**src/rtl/cache_control_nway.sv**
```systemverilog
// cache_control_nway: N-way set-associative write-back cache controller.
// Sequences hit / write-back / line fill and keeps tree pseudo-LRU state per set.
// Optional feature macro: CACHE_PERF_CNT_EN enables the hit/miss/write-back
// performance counters; when undefined they read as zero and have no flops.
module cache_control_nway #(
  parameter int WAYS  = 4,
  parameter int SETS  = 8,
  parameter int CNT_W = 16
) (
  input  logic                     clk,
  input  logic                     rst,
  input  logic                     mem_read,
  input  logic                     mem_write,
  input  logic [$clog2(SETS)-1:0]  set_idx,
  input  logic [WAYS-1:0]          hit_vec,
  input  logic [WAYS-1:0]          valid_vec,
  input  logic [WAYS-1:0]          dirty_vec,
  input  logic                     pmem_resp,
  output logic                     mem_resp,
  output logic                     pmem_read,
  output logic                     pmem_write,
  output logic [WAYS-1:0]          w_data,
  output logic [WAYS-1:0]          w_tag,
  output logic [WAYS-1:0]          w_valid,
  output logic [WAYS-1:0]          w_dirty,
  output logic                     dirty_in,
  output logic                     datain_sel,
  output logic                     pmem_addr_sel,
  output logic [$clog2(WAYS)-1:0]  victim_way,
  output logic [CNT_W-1:0]         hit_cnt,
  output logic [CNT_W-1:0]         miss_cnt,
  output logic [CNT_W-1:0]         wb_cnt
);

  localparam int WAY_W   = $clog2(WAYS);
  localparam int NODES   = WAYS - 1;
  localparam int NODE_IW = (WAYS > 2) ? $clog2(WAYS - 1) : 1;

  typedef enum logic [1:0] {S_IDLE, S_WB, S_FILL} state_t;

  state_t                        state, state_next;
  logic [SETS-1:0][NODES-1:0]    plru;
  logic [NODES-1:0]              plru_cur, plru_upd;
  logic [WAY_W-1:0]              victim_q;
  logic [WAY_W-1:0]              hit_way, plru_vict, inv_way, victim_sel, hw_shift;
  logic [NODE_IW-1:0]            node_v, node_u;
  logic                          inv_found, victim_dirty, req, hit, b, d;
  logic                          hit_ev, miss_ev;

  assign req      = mem_read | mem_write;
  assign hit      = |hit_vec;
  assign hit_ev   = (state == S_IDLE) && req && hit;
  assign miss_ev  = (state == S_IDLE) && req && !hit;
  assign plru_cur = plru[set_idx];

  // Encode the one-hot hit vector into a way index
  always_comb begin
    hit_way = '0;
    for (int unsigned i = 0; i < WAYS; i++)
      if (hit_vec[i]) hit_way = WAY_W'(i);
  end

  // Walk the PLRU tree from the root to find the pseudo-LRU way (MSB first)
  always_comb begin
    plru_vict = '0;
    node_v    = '0;
    b         = 1'b0;
    for (int unsigned l = 0; l < WAY_W; l++) begin
      b         = plru_cur[node_v];
      plru_vict = WAY_W'({plru_vict, b});
      node_v    = NODE_IW'({node_v, 1'b1}) + NODE_IW'(b);
    end
  end

  // On a hit, make every node on the hit way's path point away from it
  always_comb begin
    plru_upd = plru_cur;
    node_u   = '0;
    hw_shift = hit_way;
    d        = 1'b0;
    for (int unsigned l = 0; l < WAY_W; l++) begin
      d                = hw_shift[WAY_W-1];
      hw_shift         = WAY_W'({hw_shift, 1'b0});
      plru_upd[node_u] = ~d;
      node_u           = NODE_IW'({node_u, 1'b1}) + NODE_IW'(d);
    end
  end

  // Victim: lowest-index invalid way takes priority over the PLRU choice
  always_comb begin
    inv_found = 1'b0;
    inv_way   = '0;
    for (int unsigned i = 0; i < WAYS; i++)
      if (!valid_vec[i] && !inv_found) begin
        inv_found = 1'b1;
        inv_way   = WAY_W'(i);
      end
    victim_sel   = inv_found ? inv_way : plru_vict;
    victim_dirty = valid_vec[victim_sel] & dirty_vec[victim_sel];
  end

  // State, PLRU and latched-victim registers
  always_ff @(posedge clk) begin
    if (rst) begin
      state    <= S_IDLE;
      plru     <= '0;
      victim_q <= '0;
    end else begin
      state <= state_next;
      if (hit_ev)  plru[set_idx] <= plru_upd;
      if (miss_ev) victim_q      <= victim_sel;
    end
  end

  assign victim_way = victim_q;

  // Next-state and datapath control decode
  always_comb begin
    state_next    = state;
    mem_resp      = 1'b0;
    pmem_read     = 1'b0;
    pmem_write    = 1'b0;
    w_data        = '0;
    w_tag         = '0;
    w_valid       = '0;
    w_dirty       = '0;
    dirty_in      = 1'b0;
    datain_sel    = 1'b0;
    pmem_addr_sel = 1'b0;
    case (state)
      S_IDLE: begin
        if (req) begin
          if (hit) begin
            mem_resp = 1'b1;
            if (mem_write) begin
              w_data   = hit_vec;
              w_dirty  = hit_vec;
              dirty_in = 1'b1;
            end
          end else begin
            state_next = victim_dirty ? S_WB : S_FILL;
          end
        end
      end
      S_WB: begin
        pmem_write    = 1'b1;
        pmem_addr_sel = 1'b1;
        if (pmem_resp) state_next = S_FILL;
      end
      S_FILL: begin
        pmem_read = 1'b1;
        if (pmem_resp) begin
          w_data     = WAYS'(1) << victim_q;
          w_tag      = WAYS'(1) << victim_q;
          w_valid    = WAYS'(1) << victim_q;
          w_dirty    = WAYS'(1) << victim_q;
          datain_sel = 1'b1;
          state_next = S_IDLE;
        end
      end
      default: state_next = S_IDLE;
    endcase
  end

`ifdef CACHE_PERF_CNT_EN
  logic [CNT_W-1:0] hit_cnt_q, miss_cnt_q, wb_cnt_q;
  logic             wb_ev;

  assign wb_ev = (state == S_WB) && pmem_resp;

  // Saturating performance counters
  always_ff @(posedge clk) begin
    if (rst) begin
      hit_cnt_q  <= '0;
      miss_cnt_q <= '0;
      wb_cnt_q   <= '0;
    end else begin
      if (hit_ev  && hit_cnt_q  != '1) hit_cnt_q  <= hit_cnt_q  + 1'b1;
      if (miss_ev && miss_cnt_q != '1) miss_cnt_q <= miss_cnt_q + 1'b1;
      if (wb_ev   && wb_cnt_q   != '1) wb_cnt_q   <= wb_cnt_q   + 1'b1;
    end
  end

  assign hit_cnt  = hit_cnt_q;
  assign miss_cnt = miss_cnt_q;
  assign wb_cnt   = wb_cnt_q;
`else
  assign hit_cnt  = '0;
  assign miss_cnt = '0;
  assign wb_cnt   = '0;
`endif

endmodule
```
**config.mk**
```make
export PLATFORM = sky130hd
export DESIGN_NAME = cache_control_nway
export DESIGN_NICKNAME = d
export VERILOG_FILES = /design/src/rtl/cache_control_nway.sv
export SDC_FILE = /design/constraint.sdc
export NUM_CORES = 1
export LEC_CHECK = 0
export BUFFER_PORTS_ARGS = -buffer_cell sky130_fd_sc_hd__buf_2
export CORE_MARGIN = 4
export CORE_UTILIZATION = 42
export DETAILED_ROUTE_END_ITERATION = 8
export GPL_TIMING_DRIVEN = 0
export HOLD_SLACK_MARGIN = 0.15
export PLACE_DENSITY = 0.76
export SLEW_MARGIN = 10
export SYNTH_ARGS = -nofsm -noshare
export SYNTH_HDL_FRONTEND = slang
export SYNTH_SLANG_ARGS = --single-unit
```
**constraint.sdc**
```tcl
create_clock -name clk -period 1.72 [get_ports clk]
set_input_delay 0.172 -clock clk [delete_from_list [all_inputs] [get_ports clk]]
set_output_delay 0.172 -clock clk [all_outputs]
set_load 0.005 [all_outputs]
```
==> metrics, run 1 <==
Arrival @ worst endpoint=1.98 ns; Max FO, Critical Path=6; Final nets=343; Boundary Pins=92; Layout area overhead=36.27%; number of vias per cell=4.535; clk_lat worst skew=0.27 ns; dpl hpwl=3541 um; Synth Warn #=0; Critical Path Sink Type=flip-flop; Max-Cap Viols=0; Final setup viols=3; Final Max Slew Viols=0; worst vdd ir=592.9 uV; failing checks=negative setup slack; Critical Path RT=1.88 ns; Die X=76.78 um; register area=573.1 um2; post-synthesis instance total=220; first-pass GRT wire length=7148 um; Setup Skew=0.001304 ns; Yosys reg bits=28; Layout Utilization=0.6051; Die H=76.78 um; setup ws final=-0.1037 ns; LEAKAGE=1.447 nW; Reg clk slew, reported paths=0.09 ns; fin crit share=1.060; pwr/cell area=565.3 mW/mm2; vias=1696; IO buf count=41; post-route minimum period=1.824 ns; CTS Buffer Depth=2; Post-synth EDFFs=0; antenna fix cells=0; placed inst area=0.002434 mm2; remaining global-route overflow=0; setup TNS=-0.2305 ns; Crit Path Class=reg -> reg; # DRC=0; Synth area leader=dfxtp_1; Synth top area share=0.2821; fin area=0.002708 mm2; Initial Utilization=0.4441; Cell Area, Synth=0.001987 mm2; startpoint types=flip-flop; largest net degree at the start of global routing=17; CTS buffer count=3; main area contributors after synthesis=dfxtp_1, buf_4, mux2i_1; Netlist cell types=37; Pwr Total=1.531 mW; Fmax=0.5483 GHz; FILL cells=395; number of H-tree levels=1; FFs w/ async S/R, synth=0; unrepaired setup endpoints after global routing=yes; RePlAce Congestion=0.8323; vias in the first global route=1522; hold slack=0.1852 ns; Worst Hold Class=in -> reg; GRT Total Usage=0.1459; Hold Fails Final Rpt=0; DRT antenna net count=0; quantity of hold-fixing buffers added after cts=0; most frequent cells in the layout=buf_4, conb_1, buf_2; Worst-Margin Slew=0.7266 ns; Pre-Repair DR Iteration Count=4; clk root buf=clkbuf_8; per-cell routed wire length=12.15 um; Core Area=0.004474 mm2; die area=0.005895 mm2; antenna violations before repair=0; Post-Route WL=4543 um; outcome=finished, violations left; clock sink count=28; Post-Syn Area per Cell=9.031 um2; Seq/Total Area, Yosys=0.2821; top_reg_cell synth=dfxtp_1; CTS tree=built; share of layout cells above drive strength 1=0.4752; drt initial violations=27; relative slew slack=0.5088; most common cell after layout, fill and taps aside=buf_4; area of the multi-input gates=0.001205 mm2; # rows=24
## logic make-up after synthesis
family	count (synthesis)	share of synthesized area
AND/OR/NAND/NOR	73	0.1996
buffers and inverters	66	0.2513
AO/OA/AOI/OAI	19	0.06045
other	1	0.001887
flip-flops	28	0.2821
multiplexers	33	0.2047
## flip-flops by register name (all words and copies together) (netlist names)
| register | flops |
|---|---|
| plru | 24 |
| victim_way | 2 |
| state | 2 |
## cell type report
type	instances	area share
tap	52	0.02403
multi-input combinational	173	0.4450
timing repair buffer	52	0.1114
sequential	28	0.2116
clock inverter	1	0.01109
clock buffer	3	0.01525
buffer	63	0.1788
inverter	2	0.002773
## timing repair
action                                 4_1_cts  5_1_grt
buffers inserted                             2        9
endpoints found under the hold margin        0        0
setup endpoints to repair                   35       29
pin swaps                                    3        7
gates resized for setup                     17       19
cloned                                       0        0
## power breakdown
| part | switching (mW) | internal (mW) |
|---|---|---|
| clock network | 0.203 | 0.312 |
| registers | 0.00788 | 0.658 |
| logic | 0.163 | 0.187 |
| total | 0.374 | 1.16 |
## final timing paths
check        cells past startpoint                         end  slack [ns]                   from
max reg2reg                      8  victim_way[0]$_SDFFE_PP0P_       -0.10  plru[12]$_SDFFE_PP0P_
max                              8  victim_way[0]$_SDFFE_PP0P_       -0.10  plru[12]$_SDFFE_PP0P_
min                              3  victim_way[0]$_SDFFE_PP0P_        0.19           valid_vec[0]
min reg2reg                      2        plru[0]$_SDFFE_PP0P_        0.47   plru[0]$_SDFFE_PP0P_
## stage by stage
stage / setup slack (ns) / std cells
floorplan: 0.004566 / 267
CTS: -0.06245 / 366
global route: -0.1984 / 374
finish: -0.1037 / 374
detailed placement: -0.2350 / 360
global placement: -0.2161 / 360
## synthesized netlist by cell type (2+ instances only)
library cell  count
clkbuf_1          2
nor3b_1           3
dfxtp_1          28
o21ai_0           4
nand2_1          10
nand3_1           4
inv_1             2
mux2i_1          26
buf_4            57
nor3b_2           2
a21o_1            4
mux4_2            5
nand3b_1          2
a21oi_1           7
nor2_1           29
nor3_1            5
nand4_1           3
nor2b_1           6
buf_6             3
## critical path: stages (launching register included)
cell and delay [ns]:
dfxtp_2 0.33, mux4_2 0.50, mux2i_4 0.25, buf_4 0.16, buf_6 0.08, and2_2 0.13
o21ai_0 0.09, nand4_1 0.10, o21ai_0 0.07
## per-layer routing
metal	share of wire	global-route usage
met1	0.40	0.1674
met2	0.50	0.2587
met3	0.088	0.05035
met4	0.0081	0.03442
met5	0	0
Power figures use the tool's default switching activity.
==> run 2: changes to the inputs <==
--- a/config.mk
+++ b/config.mk
@@ -11,6 +11,7 @@
 export DETAILED_ROUTE_END_ITERATION = 8
 export GPL_TIMING_DRIVEN = 0
 export HOLD_SLACK_MARGIN = 0.15
+export MAX_ROUTING_LAYER = met4
 export PLACE_DENSITY = 0.76
 export SLEW_MARGIN = 10
 export SYNTH_ARGS = -nofsm -noshare
==> run 2 against run 1 <==
The flow still finishes with violations (negative setup slack). Die area is the same. Register-to-register slack about the same. Sequential cell count did not move. Combinational power hardly changed. Fmax did not move. Non-clock buffer count unchanged. Sequential share of layout area unchanged. Cell area unchanged. First-iteration DRC count rose by 33%. Via count unchanged. Highest routed layer unchanged.
==> metrics, run 2 (same netlist as run 1, synthesis figures left out) <==
CTS Buffer Depth=2 (unchanged); CP Cell Sequence=mux4_2 > mux2i_4 > buf_4 > buf_6 > and2_2 > o21ai_0 > nand4_1 > o21ai_0; unrepaired setup endpoints after global routing=yes; Worst Hold Class=in -> reg; Boundary Pins=92 (unchanged); Final setup viols=3 (unchanged); outcome=finished, violations left; Critical Path Sink Type=flip-flop; Final nets=343 (unchanged); clock sink count=28 (unchanged); Max-Cap Viols=0 (unchanged); Max FO, Critical Path=6 (unchanged); IO buf count=41 (unchanged); quantity of hold-fixing buffers added after cts=0 (unchanged); GRT Total Usage=0.1500 (+0.004079); Layout area overhead=36.27% (unchanged); Die X=76.78 um (unchanged); clk root buf=clkbuf_8; largest net degree at the start of global routing=17 (unchanged); per-cell routed wire length=12.15 um (unchanged); Critical Path RT=1.88 ns (about the same); DP Cell Count=360 (unchanged); Layout Utilization=0.6051 (unchanged); # DRC=0 (unchanged); antenna violations before repair=0 (unchanged); most common cell after layout, fill and taps aside=buf_4; CTS buffer count=3 (unchanged); CP dominant cell by count=o21ai_0; worst vdd ir=592.9 uV (unchanged); post-place setup slack=-0.2350 ns (unchanged); Pwr Total=1.531 mW (unchanged); Worst-Margin Slew=0.7266 ns (unchanged); remaining global-route overflow=0 (unchanged); placed inst area=0.002434 mm2 (unchanged); most frequent cells in the layout=buf_4, conb_1, buf_2; antenna fix cells=0 (unchanged); fin crit share=1.060 (unchanged); Post-Route WL=4543 um (unchanged); Arrival @ worst endpoint=1.98 ns (about the same); pwr/cell area=565.3 mW/mm2 (unchanged); # rows=24 (unchanged); clk_lat worst skew=0.27 ns (about the same); Hold Fails Final Rpt=0 (unchanged); Reg with most FFs=plru; dpl hpwl=3541 um (unchanged); vias=1696 (unchanged); Largest stage delay, worst path=0.50 ns (about the same); vias in the first global route=1523 (+0.066%); register area=573.1 um2 (unchanged); number of H-tree levels=1 (unchanged); Core Area=0.004474 mm2 (unchanged); Pre-Repair DR Iteration Count=4 (unchanged); area of the multi-input gates=0.001205 mm2 (unchanged); failing checks=negative setup slack; Die H=76.78 um (unchanged); DRT antenna net count=0 (unchanged); LEAKAGE=1.447 nW (unchanged); CTS tree=built; Non-Filler Instances=374 (unchanged); number of vias per cell=4.535 (unchanged); fin area=0.002708 mm2 (unchanged); Initial Utilization=0.4441 (unchanged); Setup Skew=0.001304 ns (unchanged); Fmax=0.5483 GHz (unchanged); Slowest cell on crit path=mux4_2; RePlAce Congestion=0.8450 (+1.5%); post-route minimum period=1.824 ns (unchanged); Crit Path Class=reg -> reg; Reg clk slew, reported paths=0.09 ns (about the same); Final Max Slew Viols=0 (unchanged); die area=0.005895 mm2 (unchanged); FILL cells=395 (unchanged); drt initial violations=36 (+33%); startpoint types=flip-flop; max FFs per register=24 (unchanged); relative slew slack=0.5088 (unchanged); share of layout cells above drive strength 1=0.4752 (unchanged); setup ws final=-0.1037 ns (unchanged); first-pass GRT wire length=7148 um (unchanged)
[run 2: path summary, 6_finish.rpt]
check                        start                          to  slack, ns  cells after the start
max          plru[12]$_SDFFE_PP0P_  victim_way[0]$_SDFFE_PP0P_      -0.10                      8
min                   valid_vec[0]  victim_way[0]$_SDFFE_PP0P_       0.19                      3
max reg2reg  plru[12]$_SDFFE_PP0P_  victim_way[0]$_SDFFE_PP0P_      -0.10                      8
min reg2reg   plru[0]$_SDFFE_PP0P_        plru[0]$_SDFFE_PP0P_       0.47                      2
[run 2: per-stage QoR]
stage / setup TNS (ns) / hold slack [ns]
floorplan: 0 / 0.3152
global placement: -2.481 / 0.4439
detailed placement: -3.264 / 0.4525
CTS: -0.1702 / 0.1759
global route: -1.242 / 0.1900
finish: -0.2305 / 0.1852
[run 2: critical path: cells and delay by family, from the launching register on]
| family | cells | cell delay, ns |
|---|---|---|
| muxes | 2 | 0.75 |
| DFF | 1 | 0.33 |
| buffers and inverters | 2 | 0.24 |
| and+or+nand+nor | 2 | 0.23 |
| AOI/OAI and AO/OA | 2 | 0.16 |
[run 2: per-layer routing]
| layer | share of wire | vias up | track usage |
|---|---|---|---|
| met2 | 0.50 | 68 | 0.2587 |
| met5 | 0 | - | - |
| met3 | 0.088 | 4 | 0.05035 |
| met4 | 0.0081 | 0 | 0.03442 |
| met1 | 0.40 | 766 | 0.1674 |
| li1 | - | 858 | - |
[run 2: repair_timing]
| action | in CTS | in global routing |
|---|---|---|
| pin swaps | 3 | 7 |
| gates resized for setup | 17 | 19 |
| setup buffers | 2 | 9 |
| setup endpoints to repair | 35 | 29 |
[run 2: layout make-up]
class | instances | area share
Timing Repair Buffer | 52 | 0.1114
Buffer | 63 | 0.1788
Tap cell | 52 | 0.02403
Inverter | 2 | 0.002773
Clock buffer | 3 | 0.01525
Clock inverter | 1 | 0.01109
Multi-Input combinational cell | 173 | 0.4450
Sequential cell | 28 | 0.2116
[run 2: where the power goes]
part | switching, mW | leakage [nW] | internal (mW)
clock network | 0.203 | 0.0357 | 0.312
logic | 0.163 | 1.18 | 0.187
registers | 0.00788 | 0.231 | 0.658
==> run 3: changes to the inputs <==
--- a/config.mk
+++ b/config.mk
@@ -6,7 +6,6 @@
 export NUM_CORES = 1
 export LEC_CHECK = 0
 export BUFFER_PORTS_ARGS = -buffer_cell sky130_fd_sc_hd__buf_2
-export CORE_MARGIN = 4
 export CORE_UTILIZATION = 42
 export DETAILED_ROUTE_END_ITERATION = 8
 export GPL_TIMING_DRIVEN = 0
==> run 3 against run 2 <==
The run ends with design-rule violations, negative setup slack left. First-iteration DRC count grew 42%. Count of clock-buffer cells in the layout grew 1. Clock power shrank 19%. Hold slack lost 0.017 ns. Fmax shrank 0.73%. Via count shrank 0.94%. Power shrank 6.8%. Final cell count shrank 0.80%. Clock skew grew 0.0061 ns. Highest routed layer unchanged.
==> metrics, run 3 (same netlist as run 1, synthesis figures left out) <==
Final nets=340 (-0.87%); Max FO, Critical Path=5 (-1); outcome=finished, violations left; per-cell routed wire length=11.55 um (-4.9%); Crit Path Class=reg -> reg; quantity of hold-fixing buffers added after cts=0 (unchanged); DRT antenna net count=0 (unchanged); vias in the first global route=1389 (-8.8%); Slowest cell on crit path=mux4_2; Pwr Total=1.427 mW (-6.8%); Hold Fails Final Rpt=0 (unchanged); unrepaired setup endpoints after global routing=yes; clock power share=0.292 (-0.044); Int Power=1.048 mW (-9.5%); switching part of the total=0.2660 (+0.02183); placed inst area=0.002434 mm2 (unchanged); Pre-Repair DR Iteration Count=6 (+2); GRT Total Usage=0.1679 (+0.01794); die area=0.005010 mm2 (-15%); CP Cell Sequence=mux4_2 > mux2i_4 > nor2_2 > a221oi_2 > a21oi_2 > a22o_1; worst r2r src=plru[15]$_SDFFE_PP0P_; vias=1680 (-0.94%); Critical Path RT=1.91 ns (+0.03 ns); setup TNS=-0.1803 ns (+0.05015 ns); Reg2Reg Setup Slack=-0.12 ns (about the same); dpl hpwl=3293 um (-7.0%); relative slew slack=0.4868 (-0.02196); RePlAce Congestion=0.8845 (+4.7%); Layout Utilization=0.6050 (about the same); R2R depth=6 (-2); Boundary Pins=92 (unchanged); most frequent cells in the layout=buf_4, conb_1, buf_2; # rows=24 (unchanged); post-route minimum period=1.837 ns (+0.01332 ns); Worst Hold Class=in -> reg; Arrival @ worst endpoint=2.02 ns (+0.04 ns); largest net degree at the start of global routing=16 (-1); Setup Skew=0.007393 ns (+0.006089 ns); max FFs per register=24 (unchanged); clock sink count=28 (unchanged); most common cell after layout, fill and taps aside=buf_4; FILL cells=386 (-2.3%); Reg with most FFs=plru; Largest stage delay, worst path=0.51 ns (about the same); Worst-Margin Slew=0.7669 ns (+0.04034 ns); Die X=70.78 um (-7.8%); post-place setup slack=-0.2167 ns (+0.01833 ns); clk root buf=clkbuf_8; antenna violations before repair=0 (unchanged); number of H-tree levels=1 (unchanged); Core Area=0.004444 mm2 (-0.67%); Seq pwr share=0.465 (+0.030); LEAKAGE=1.446 nW (about the same); Psw=0.3796 mW (+1.6%); Hold Startpoint=valid_vec[0]; IO buf count=41 (unchanged); combinational share of power=0.242 (+0.013); CTS Buffer Depth=2 (unchanged); worst vdd ir=257.4 uV (-57%); share of layout cells above drive strength 1=0.4608 (-0.01434); Final setup viols=2 (-1); number of vias per cell=4.528 (-0.14%); Die H=70.78 um (-7.8%); clk_lat worst skew=0.29 ns (+0.02 ns); pwr/cell area=530.8 mW/mm2 (-6.1%); Hold Path Depth=3 (unchanged); antenna fix cells=0 (unchanged); drt initial violations=51 (+42%); failing checks=design-rule violations, negative setup slack; startpoint types=flip-flop; CTS buffer count=3 (unchanged); Final Max Slew Viols=0 (unchanged); Reg clk slew, reported paths=0.10 ns (about the same); first-pass GRT wire length=6389 um (-11%); fin area=0.002689 mm2 (-0.69%); fin crit share=1.068 (+0.007745); Fmax=0.5444 GHz (-0.73%); Initial Utilization=0.4471 (+0.003001); Layout area overhead=35.33%; remaining global-route overflow=0 (unchanged); Critical Path Sink Type=flip-flop; CTS tree=built; Post-Route WL=4286 um (-5.7%); # DRC=26 (+26); r2r endpoint=state[0]$_SDFFE_PP0P_; Min-Delay Endpoint=victim_way[0]$_SDFFE_PP0P_; setup ws final=-0.1170 ns (-0.01332 ns); Max-Cap Viols=0 (unchanged)
## run 3: cell types whose count changed in the layout (fill, tap and decap cells not counted), moves of 2 or more
cell / before / now
buf_4: 65 / 62
o21ai_0: 4 / 2
dfxtp_1: 20 / 25
dfxtp_2: 7 / 1
buf_6: 6 / 8
buf_2: 40 / 38
## run 3: worst max-delay path by stage
stage,start,to,slack [ns],depth (start not counted)
final,plru[15]$_SDFFE_PP0P_,state[0]$_SDFFE_PP0P_,-0.12,6
after global routing,plru[15]$_SDFFE_PP0P_,state[0]$_SDFFE_PP0P_,-0.16,6
after global placement,set_idx[1],state[1]$_SDFFE_PP0P_,-0.21,8
after detailed placement,hit_vec[1],state[1]$_SDFFE_PP0P_,-0.22,6
after floorplan,set_idx[0],state[0]$_SDFFE_PP0P_,0.005,7
after CTS,plru[15]$_SDFFE_PP0P_,victim_way[0]$_SDFFE_PP0P_,-0.07,8
## run 3: area by class of cell
cell class / instances / area [um2] / area share
Clock buffer: 4 / 55.05 / 0.02047
Sequential cell: 28 / 569.3 / 0.2117
Buffer: 61 / 469.2 / 0.1745
Tap cell: 52 / 65.06 / 0.02420
Timing Repair Buffer: 51 / 306.5 / 0.1140
Multi-Input combinational cell: 173 / 1214 / 0.4514
Inverter: 2 / 10.01 / 0.003723
## run 3: power by group through the flow
stage	sequential, mW	combinational, mW	clock [mW]
6_report	0.664	0.346	0.417
5_1_grt	0.666	0.374	0.444
4_1_cts	0.667	0.316	0.424
3_5_place_dp	0.681	0.304	0
3_3_place_gp	0.681	0.301	0
2_1_floorplan	0.679	0.235	0
## run 3: timing repair
action,CTS,global route
setup buffers,3,7
setup endpoints to repair,36,34
pin swaps,2,12
gates resized for setup,16,24
## run 3: worst max-delay path, delay by kind of cell (launching register included)
kind	cells	cell delay (ns)
flip-flops	1	0.33
multiplexers	2	0.76
AO/OA/AOI/OAI	3	0.57
AND/OR/NAND/NOR	1	0.08
## run 3: layer usage
layer	global-route usage	up-vias	wire, um
met5	-	-	0
met4	0.06667	0	46
met3	0.03134	6	354
met2	0.3002	77	2208
met1	0.1835	751	1677
li1	-	846	-
## run 3: metrics by stage
stage                     cells  hold slack, ns
after floorplan             267          0.3152
after global placement      360          0.4511
after detailed placement    360          0.4615
after CTS                   367          0.1601
after global routing        371          0.1847
final                       371          0.1678
